<file path="config.mk">
export PLATFORM = sky130hd
export DESIGN_NAME = vector_load_store_unit
export DESIGN_NICKNAME = d
export VERILOG_FILES = /design/src/rtl/vector_load_store_unit.sv
export SDC_FILE = /design/constraint.sdc
export NUM_CORES = 1
export LEC_CHECK = 0
export CAP_MARGIN = 25
export CORE_AREA = 3 3 448 450
export CTS_BUF_LIST = sky130_fd_sc_hd__clkbuf_8
export DETAILED_ROUTE_END_ITERATION = 10
export DIE_AREA = 0 0 451 453
export HOLD_SLACK_MARGIN = 0.06
export PLACE_DENSITY_LB_ADDON = 0.3
export SLEW_MARGIN = 20
export SYNTH_ARGS = -nofsm -noshare
export SYNTH_HDL_FRONTEND = slang
export SYNTH_SLANG_ARGS = --single-unit
export TNS_END_PERCENT = 1
</file>
<file path="constraint.sdc">
create_clock -name clk -period 2.4 [get_ports clk]
set_input_delay 0.48 -clock clk [delete_from_list [all_inputs] [get_ports clk]]
set_output_delay 0.48 -clock clk [all_outputs]
set_load 0.05 [all_outputs]
</file>
<file path="src/rtl/vector_load_store_unit.sv">
// rtl/vector_load_store_unit.sv - moves 512-bit vectors between word memory and the vector register file
// Store path is built only when VLSU_STORE_EN is defined; otherwise store commands finish with err.
module vector_load_store_unit #(
    parameter int ADDR_W = 16,
    parameter int BEAT_W = 32
) (
    input  logic              clk,
    input  logic              reset,
    input  logic              cmd_valid,
    output logic              cmd_ready,
    input  logic              cmd_store,
    input  logic [1:0]        cmd_reg,
    input  logic [ADDR_W-1:0] cmd_addr,
    output logic              done,
    output logic              err,
    output logic              mem_req,
    output logic              mem_we,
    output logic [ADDR_W-1:0] mem_addr,
    output logic [BEAT_W-1:0] mem_wdata,
    input  logic              mem_gnt,
    input  logic              mem_rvalid,
    input  logic [BEAT_W-1:0] mem_rdata,
    output logic              rf_write_en,
    output logic [1:0]        rf_write_sel,
    output logic [511:0]      rf_write_data,
    output logic [1:0]        rf_read_sel,
    input  logic [511:0]      rf_read_data
);
    localparam int NBEATS = 512 / BEAT_W;
    localparam int CNT_W  = $clog2(NBEATS + 1);
    localparam int IDX_W  = (NBEATS > 1) ? $clog2(NBEATS) : 1;
    localparam logic [CNT_W-1:0] NB  = CNT_W'(NBEATS);
    localparam logic [CNT_W-1:0] ONE = CNT_W'(1);

    typedef enum logic [1:0] {ST_IDLE, ST_LOAD, ST_STORE, ST_FIN} state_t;

    state_t             state_q, state_d;
    logic [CNT_W-1:0]   issue_cnt_q, issue_cnt_d;
    logic [CNT_W-1:0]   recv_cnt_q, recv_cnt_d;
    logic [ADDR_W-1:0]  base_q, base_d;
    logic [1:0]         reg_q, reg_d;
    logic               store_q, store_d;
    logic [511:0]       buf_q, buf_d;

    logic               load_req;
    logic               store_req;
    logic               fin_load;
    logic [IDX_W-1:0]   recv_idx;

    assign load_req = (state_q == ST_LOAD) && (issue_cnt_q < NB);
    assign recv_idx = recv_cnt_q[IDX_W-1:0];
    assign fin_load = (state_q == ST_FIN) && !store_q;

`ifdef VLSU_STORE_EN
    logic [IDX_W-1:0]   issue_idx;
    assign issue_idx = issue_cnt_q[IDX_W-1:0];
    assign store_req = (state_q == ST_STORE);
`else
    logic unused_rd;
    assign unused_rd = ^rf_read_data;
    assign store_req = 1'b0;
`endif

    always_comb begin
        state_d     = state_q;
        issue_cnt_d = issue_cnt_q;
        recv_cnt_d  = recv_cnt_q;
        base_d      = base_q;
        reg_d       = reg_q;
        store_d     = store_q;
        buf_d       = buf_q;
        case (state_q)
            ST_IDLE: begin
                if (cmd_valid) begin
                    base_d      = cmd_addr;
                    reg_d       = cmd_reg;
                    store_d     = cmd_store;
                    issue_cnt_d = '0;
                    recv_cnt_d  = '0;
                    if (cmd_store) begin
`ifdef VLSU_STORE_EN
                        buf_d   = rf_read_data;
                        state_d = ST_STORE;
`else
                        state_d = ST_FIN;
`endif
                    end else begin
                        state_d = ST_LOAD;
                    end
                end
            end
            ST_LOAD: begin
                if (load_req && mem_gnt) begin
                    issue_cnt_d = issue_cnt_q + ONE;
                end
                // Responses arrive in order, so recv_cnt alone picks the destination beat.
                if (mem_rvalid && (recv_cnt_q < NB)) begin
                    buf_d[int'(recv_idx)*BEAT_W +: BEAT_W] = mem_rdata;
                    recv_cnt_d = recv_cnt_q + ONE;
                    if (recv_cnt_q == NB - ONE) begin
                        state_d = ST_FIN;
                    end
                end
            end
            ST_STORE: begin
`ifdef VLSU_STORE_EN
                if (mem_gnt) begin
                    issue_cnt_d = issue_cnt_q + ONE;
                    if (issue_cnt_q == NB - ONE) begin
                        state_d = ST_FIN;
                    end
                end
`else
                state_d = ST_IDLE;
`endif
            end
            default: begin
                state_d = ST_IDLE;
            end
        endcase
    end

    always_ff @(posedge clk) begin
        if (!reset) begin
            state_q     <= ST_IDLE;
            issue_cnt_q <= '0;
            recv_cnt_q  <= '0;
            base_q      <= '0;
            reg_q       <= '0;
            store_q     <= 1'b0;
            buf_q       <= '0;
        end else begin
            state_q     <= state_d;
            issue_cnt_q <= issue_cnt_d;
            recv_cnt_q  <= recv_cnt_d;
            base_q      <= base_d;
            reg_q       <= reg_d;
            store_q     <= store_d;
            buf_q       <= buf_d;
        end
    end

    // Outputs are forced low while reset is held, even before the reset edge lands.
    assign cmd_ready   = reset && (state_q == ST_IDLE);
    assign rf_read_sel = (reset && (state_q == ST_IDLE)) ? cmd_reg : 2'd0;
    assign mem_req     = reset && (load_req || store_req);
    assign mem_we      = reset && store_req;
    assign mem_addr    = (reset && (load_req || store_req)) ?
                         ADDR_W'(base_q + ADDR_W'(issue_cnt_q)) : '0;
`ifdef VLSU_STORE_EN
    assign mem_wdata   = (reset && store_req) ? buf_q[int'(issue_idx)*BEAT_W +: BEAT_W] : '0;
    assign done        = reset && (state_q == ST_FIN);
    assign err         = 1'b0;
`else
    assign mem_wdata   = '0;
    assign done        = reset && fin_load;
    assign err         = reset && (state_q == ST_FIN) && store_q;
`endif
    assign rf_write_en   = reset && fin_load;
    assign rf_write_sel  = (reset && fin_load) ? reg_q : 2'd0;
    assign rf_write_data = (reset && fin_load) ? buf_q : '0;

endmodule

</file>
### After elaboration in Yosys (flattened, before gate mapping)

Index checks and enable logic that the tools add are counted.

| storage, ports and cells | value |
|---|---|
| word-level logic and storage cells | 54 |
| output and inout port bits | 570 |
| register bits | 543 |

| cells by class | value |
|---|---|
| equality and inequality tests | 7 |
| order comparisons | 2 |
| reductions and logical operators | 17 |
| muxes and demuxes | 15 |
| shift-type cells | 2 |
| add/subtract/negate cells | 4 |

Operator list:

| kind | number |
|---|---|
| 512-bit bitwise mux | 1 |
| 512-bit 2-to-1 mux | 1 |
| 32-bit by 33-bit variable shift with 512-bit output, first input constant | 1 |
| 32-bit by 33-bit variable part select with 512-bit output | 1 |
| 9-bit negator with 33-bit output | 1 |
| 5-bit case mux with 2 select lines | 2 |
| 16-bit by 5-bit adder with 16-bit output | 1 |
| 16-bit 2-to-1 mux | 1 |
| 5-bit 2-to-1 mux | 3 |
| 2-bit 2-to-1 mux | 6 |
| 5-bit by 1-bit adder with 5-bit output, second input constant | 2 |
| 5-bit < comparator, second input constant | 2 |
| 1-bit logical AND | 9 |
| 3-bit AND reduction | 3 |
| 2-bit by 1-bit != test with 1-bit output, second input constant | 3 |
| 5-bit by 4-bit == test with 1-bit output, second input constant | 1 |
| 2-bit case mux with 2 select lines | 1 |
| 2-bit AND reduction | 2 |
| 2-bit by 1-bit == test with 1-bit output, second input constant | 1 |
| 2-bit == test, second input constant | 1 |
| 2-bit logical NOT | 1 |
| 2-bit != test, second input constant | 1 |
| 2-bit nonzero test | 1 |
| 1-bit logical NOT | 1 |

### Depth between registers and ports, before layout

| logic depth | value |
|---|---|
| word-level depth | 5 |
| depth in mapped cells | 10 |
| depth with buffers taken out | 6 |

### Worst setup path after synthesis

Ideal clock, no wire load.

| timing path | value |
|---|---|
| kind | register to output |
| from | register issue_cnt_q[0] |
| to | output mem_addr[10] |
| path buffers | 0 |
| stages on the path, launching flop included | 7 |
| data required time | 1.920 ns |
| setup slack | -0.590 ns |
| arrival time | 2.510 ns |
| cells stage by stage | dfxtp_1 -> ha_1 -> fa_1 -> a211o_1 -> a21oi_1 -> o21ai_0 -> a21oi_1 |

| between the ends | value |
|---|---|
| longest elaborated chain between the ends | 4 |
| elaborated cells on any way between the ends | 5 |
| those cells by class | add/sub (1); order compare (1); mux (1); reduce/logical (2) |

RTL lines:

| element | line | text |
|---|---|---|
| start: declaration | 38 | `logic [CNT_W-1:0] issue_cnt_q, issue_cnt_d;` |
| start signal: assignment | 134 | `issue_cnt_q <= issue_cnt_d;` |
| branches (longest 3 deep; another with 16-bit by 5-bit adder with 16-bit output) | - |  |
| 16-bit 2-to-1 mux (*) | 148 | `assign mem_addr = (reset && (load_req \|\| store_req)) ?` |
| end: declaration | 18 | `output logic [ADDR_W-1:0] mem_addr,` |

Mark *: on every way between the ends.

### Worst setup path in the final report

| timing path | value |
|---|---|
| from | register issue_cnt_q[0] |
| to | output mem_addr[12] |

Same word-level chain as after synthesis.

==> results.md <==
- Cells along the critical path: ha_4, fa_2, a211o_1, a21oi_2, buf_2, or3_1, a21oi_4, buf_12
- Hpwl dp: approximately 110 mm
- WL/cell: ~23 um
- PortBufs: about 590
- ANT nets after route: 0
- Peak supply drop: 0.3788 mV
- Area Overhead vs Synth: 73.67%
- Vias: about 25000
- Synthesized area per cell: between 8 and 9 um^2
- Drt pass-1 iters: 5
- Final Non-Filler Cells: 6413
- Status: complete, but fails checks
- Register area share after synthesis: 43.57%
- CTS tree: done
- Distinct cells, synth: 56
- Worst slew pin tran: 0.7407 ns
- GRT Residual Overflow: 0
- Clock root buffer master: clkbuf_8
- Failing checks: negative setup slack
- Iter 0 DRT Violations: roughly 1500
- Static Leak: 16.30 nW
- Row cnt: between 150 and 200
- CTS sink cnt: between 500 and 600
- Most frequent cells in the layout: buf_12, nand2_1, dfxtp_1
- First-pass GRT wire length: a little over 200 mm
- Post-synth EDFFs: 0
- Num CTS Buffers: between 100 and 150
- Largest stage delay, worst path: 0.36 ns
- Crit path max-delay cell type: fa_2
- Crit end category: output port
- Crit path DAT: 2.75 ns
- Pre-CTS setup slack: -0.2234 ns
- Setup TNS: -200.81 ns
- Syn Std Cell Area: around 0.025 mm^2
- Tmin final: about 3.2 ns
- DRT Wirelength: approximately 150 mm
- All-Layer GR Usage: around 14%
- Fin crit share: 134.7%
- Slew HR: approximately half
- Initial antenna violation count: 26
- Setup repair after global routing missed its margin: yes
- Clock skew: 0.07627 ns
- Max Clock Freq: 309.3 MHz
- Worst Setup Start Kind: register
- Compound-Gate Fraction of Synth Area: a little over a tenth
- Final hold violation count: 0
- Clock tree buffer depth: 3
- Power per Cell Area: between 400 and 500 mW/mm^2
- Post-Synth Adder-Cell Area: less than 1%
- Asr flop ratio synth: 0%
- Post-synthesis register bit count: ~540
- Total of max-cap violations: 0
- Crit path required time: 1.92 ns
- Mux contribution to synthesized area: 4.539%
- Clk slew on worst S/H paths: around 0.06 ns
- Synth Warn #: 0
- Final Setup Violations: about 530
- Fraction of layout cells with a size suffix above 1: 28.76%
- Number of global-route vias before repair: between 20000 and 25000
- Die Y: 453 um
- Xor/xnor share of the synthesized area: 0.2809%
- Synth Area in Simple Gates: around a third
- Io pins: 1138
- Dpl cells: 6185
- Nets: around 4300
- Cell count after synthesis: a little over 3000
- CP max FO: 5
- Final GP Congestion: roughly 0.77
- Clock latency at the later pin of the worst-skew pair: about 0.9 ns
- Htree depth: 3
- Largest family of logic cells by synthesized area: simple AND/OR/NAND/NOR gates
- Critical path class: register to output port
- Chip width: about 450 um
- Vias/cell: approximately 3.9
- Count of pins over their slew limit: 0
- Total die area: between 0.2 and 0.25 mm^2
- Worst hold path class: input port to register
- DRC viols: 0
- Initial core utilization: 12.66%
- Core area: roughly 0.2 mm^2
- Commonest non-fill, non-tap cell in the layout: buf_12
- Commonest register cell after synthesis: dfxtp_1
- Pin count of the biggest net entering global routing: between 100 and 150
- Final WS setup: -0.8328 ns
==> critical path, delay by kind of cell, from the launching register on <==
| family | cells | cell delay [ns] |
|---|---|---|
| compound gates | 3 | 0.58 |
| fa+ha+maj | 2 | 0.52 |
| buf+inv | 2 | 0.35 |
| flops | 1 | 0.33 |
| simple gates | 1 | 0.17 |
==> metal layers <==
| layer | share of wire (%) | vias to the layer above | track usage (%) |
|---|---|---|---|
| li1 | - | 11620 | - |
| met1 | 40 | 12080 | 16.64 |
| met2 | 47 | 812 | 23.48 |
| met3 | 9.3 | 208 | 5.672 |
| met4 | 3.5 | 0 | 4.866 |
| met5 | 0 | - | 0 |
==> through the flow <==
step	total power [mW]	hold WS (ns)	instance area, um^2	util [%]
after global routing	21.69	0.09125	43310	21.99
after detailed placement	11.00	0.4387	40400	20.51
after floorplan	10.04	0.4238	25160	-
after CTS	21.31	0.06103	43220	21.94
after global placement	11.00	0.4339	40400	20.51
final	20.88	0.1342	43330	21.99
==> where the power goes <==
part | switching, mW | internal, mW | total, mW | leakage, nW
clock network | 4.72 | 5.35 | 10.1 | 1.30
logic | 1.26 | 0.436 | 1.70 | 10.6
registers | 0.0422 | 9.07 | 9.11 | 4.38
==> Yosys cell counts, drive strengths merged (2+ instances only) <==
| cell type | instances | area (um^2) |
|---|---|---|
| nand2 | 591 | 2218 |
| and2 | 557 | 3485 |
| dfxtp | 543 | 10870 |
| o21ai | 323 | 1617 |
| nand4 | 319 | 1996 |
| clkbuf | 246 | 934.6 |
| buf | 120 | 765.7 |
| mux2i | 112 | 1121 |
| a21oi | 64 | 320.3 |
| a22o | 49 | 429.2 |
| nand3 | 29 | 187.7 |
| nor2 | 21 | 78.83 |
| nor3 | 11 | 66.32 |
| ha | 10 | 125.1 |
| a31oi | 8 | 56.30 |
| inv | 8 | 30.03 |
| and3 | 7 | 43.79 |
| a31o | 6 | 52.55 |
| or3 | 6 | 37.54 |
| and4 | 5 | 43.79 |
| a211oi | 4 | 30.03 |
| nor3b | 4 | 41.29 |
| xnor2 | 4 | 35.03 |
| xor2 | 4 | 35.03 |
| nor4 | 3 | 48.80 |
| o21a | 3 | 22.52 |
| o31ai | 3 | 22.52 |
| or4 | 3 | 22.52 |
| a21o | 2 | 15.01 |
| a32oi | 2 | 17.52 |
| nand2b | 2 | 12.51 |
| nor4bb | 2 | 20.02 |
==> repair_timing <==
item / CTS / global route
hold endpoints to repair: 45 / 0
setup buffers: 5 / 1
pin swaps: 56 / 17
gates resized for setup: 112 / 21
gates cloned: 1 / 0
hold buffers: 18 / 0
setup endpoints to repair: 601 / 743
==> cell type report <==
class / instances / area, um^2
Sequential cell: 543 / 10890
Multi-Input combinational cell: 2198 / 12990
Clock inverter: 57 / 355.3
Fill cell: 21560 / 153700
Tap cell: 2640 / 3303
Inverter: 9 / 33.78
Timing Repair Buffer: 819 / 13830
Antenna cell: 8 / 20.02
Clock buffer: 139 / 1913
==> kinds of logic (layout without fill, tap and decap cells) <==
family / Yosys count / after routing
AND/OR/NAND/NOR: 1564 / 1564
flip-flops: 543 / 543
AO/OA/AOI/OAI: 469 / 469
buffers and inverters: 375 / 1024
multiplexers: 113 / 113
adder cells (fa/ha/maj): 11 / 11
XOR/XNOR: 8 / 8
other: 1 / 41
==> state kept, by name, summed over array words and instances, names as in the netlist <==
signal	flops
buf_q	512
state_q	2
issue_cnt_q	5
reg_q	2
base_q	16
store_q	1
recv_cnt_q	5
==> worst paths after layout <==
| kind | cells after the start | to | from | slack, ns |
|---|---|---|---|---|
| hold / removal | 2 | buf_q[210] | mem_rdata[18] | 0.13 |
| hold reg to reg | 2 | buf_q[239] | buf_q[239] | 0.44 |
| setup / recovery | 8 | mem_addr[12] | issue_cnt_q[0] | -0.83 |
| setup reg to reg | 7 | buf_q[479] | recv_cnt_q[0] | 0.13 |
Power figures use the tool's default switching activity.
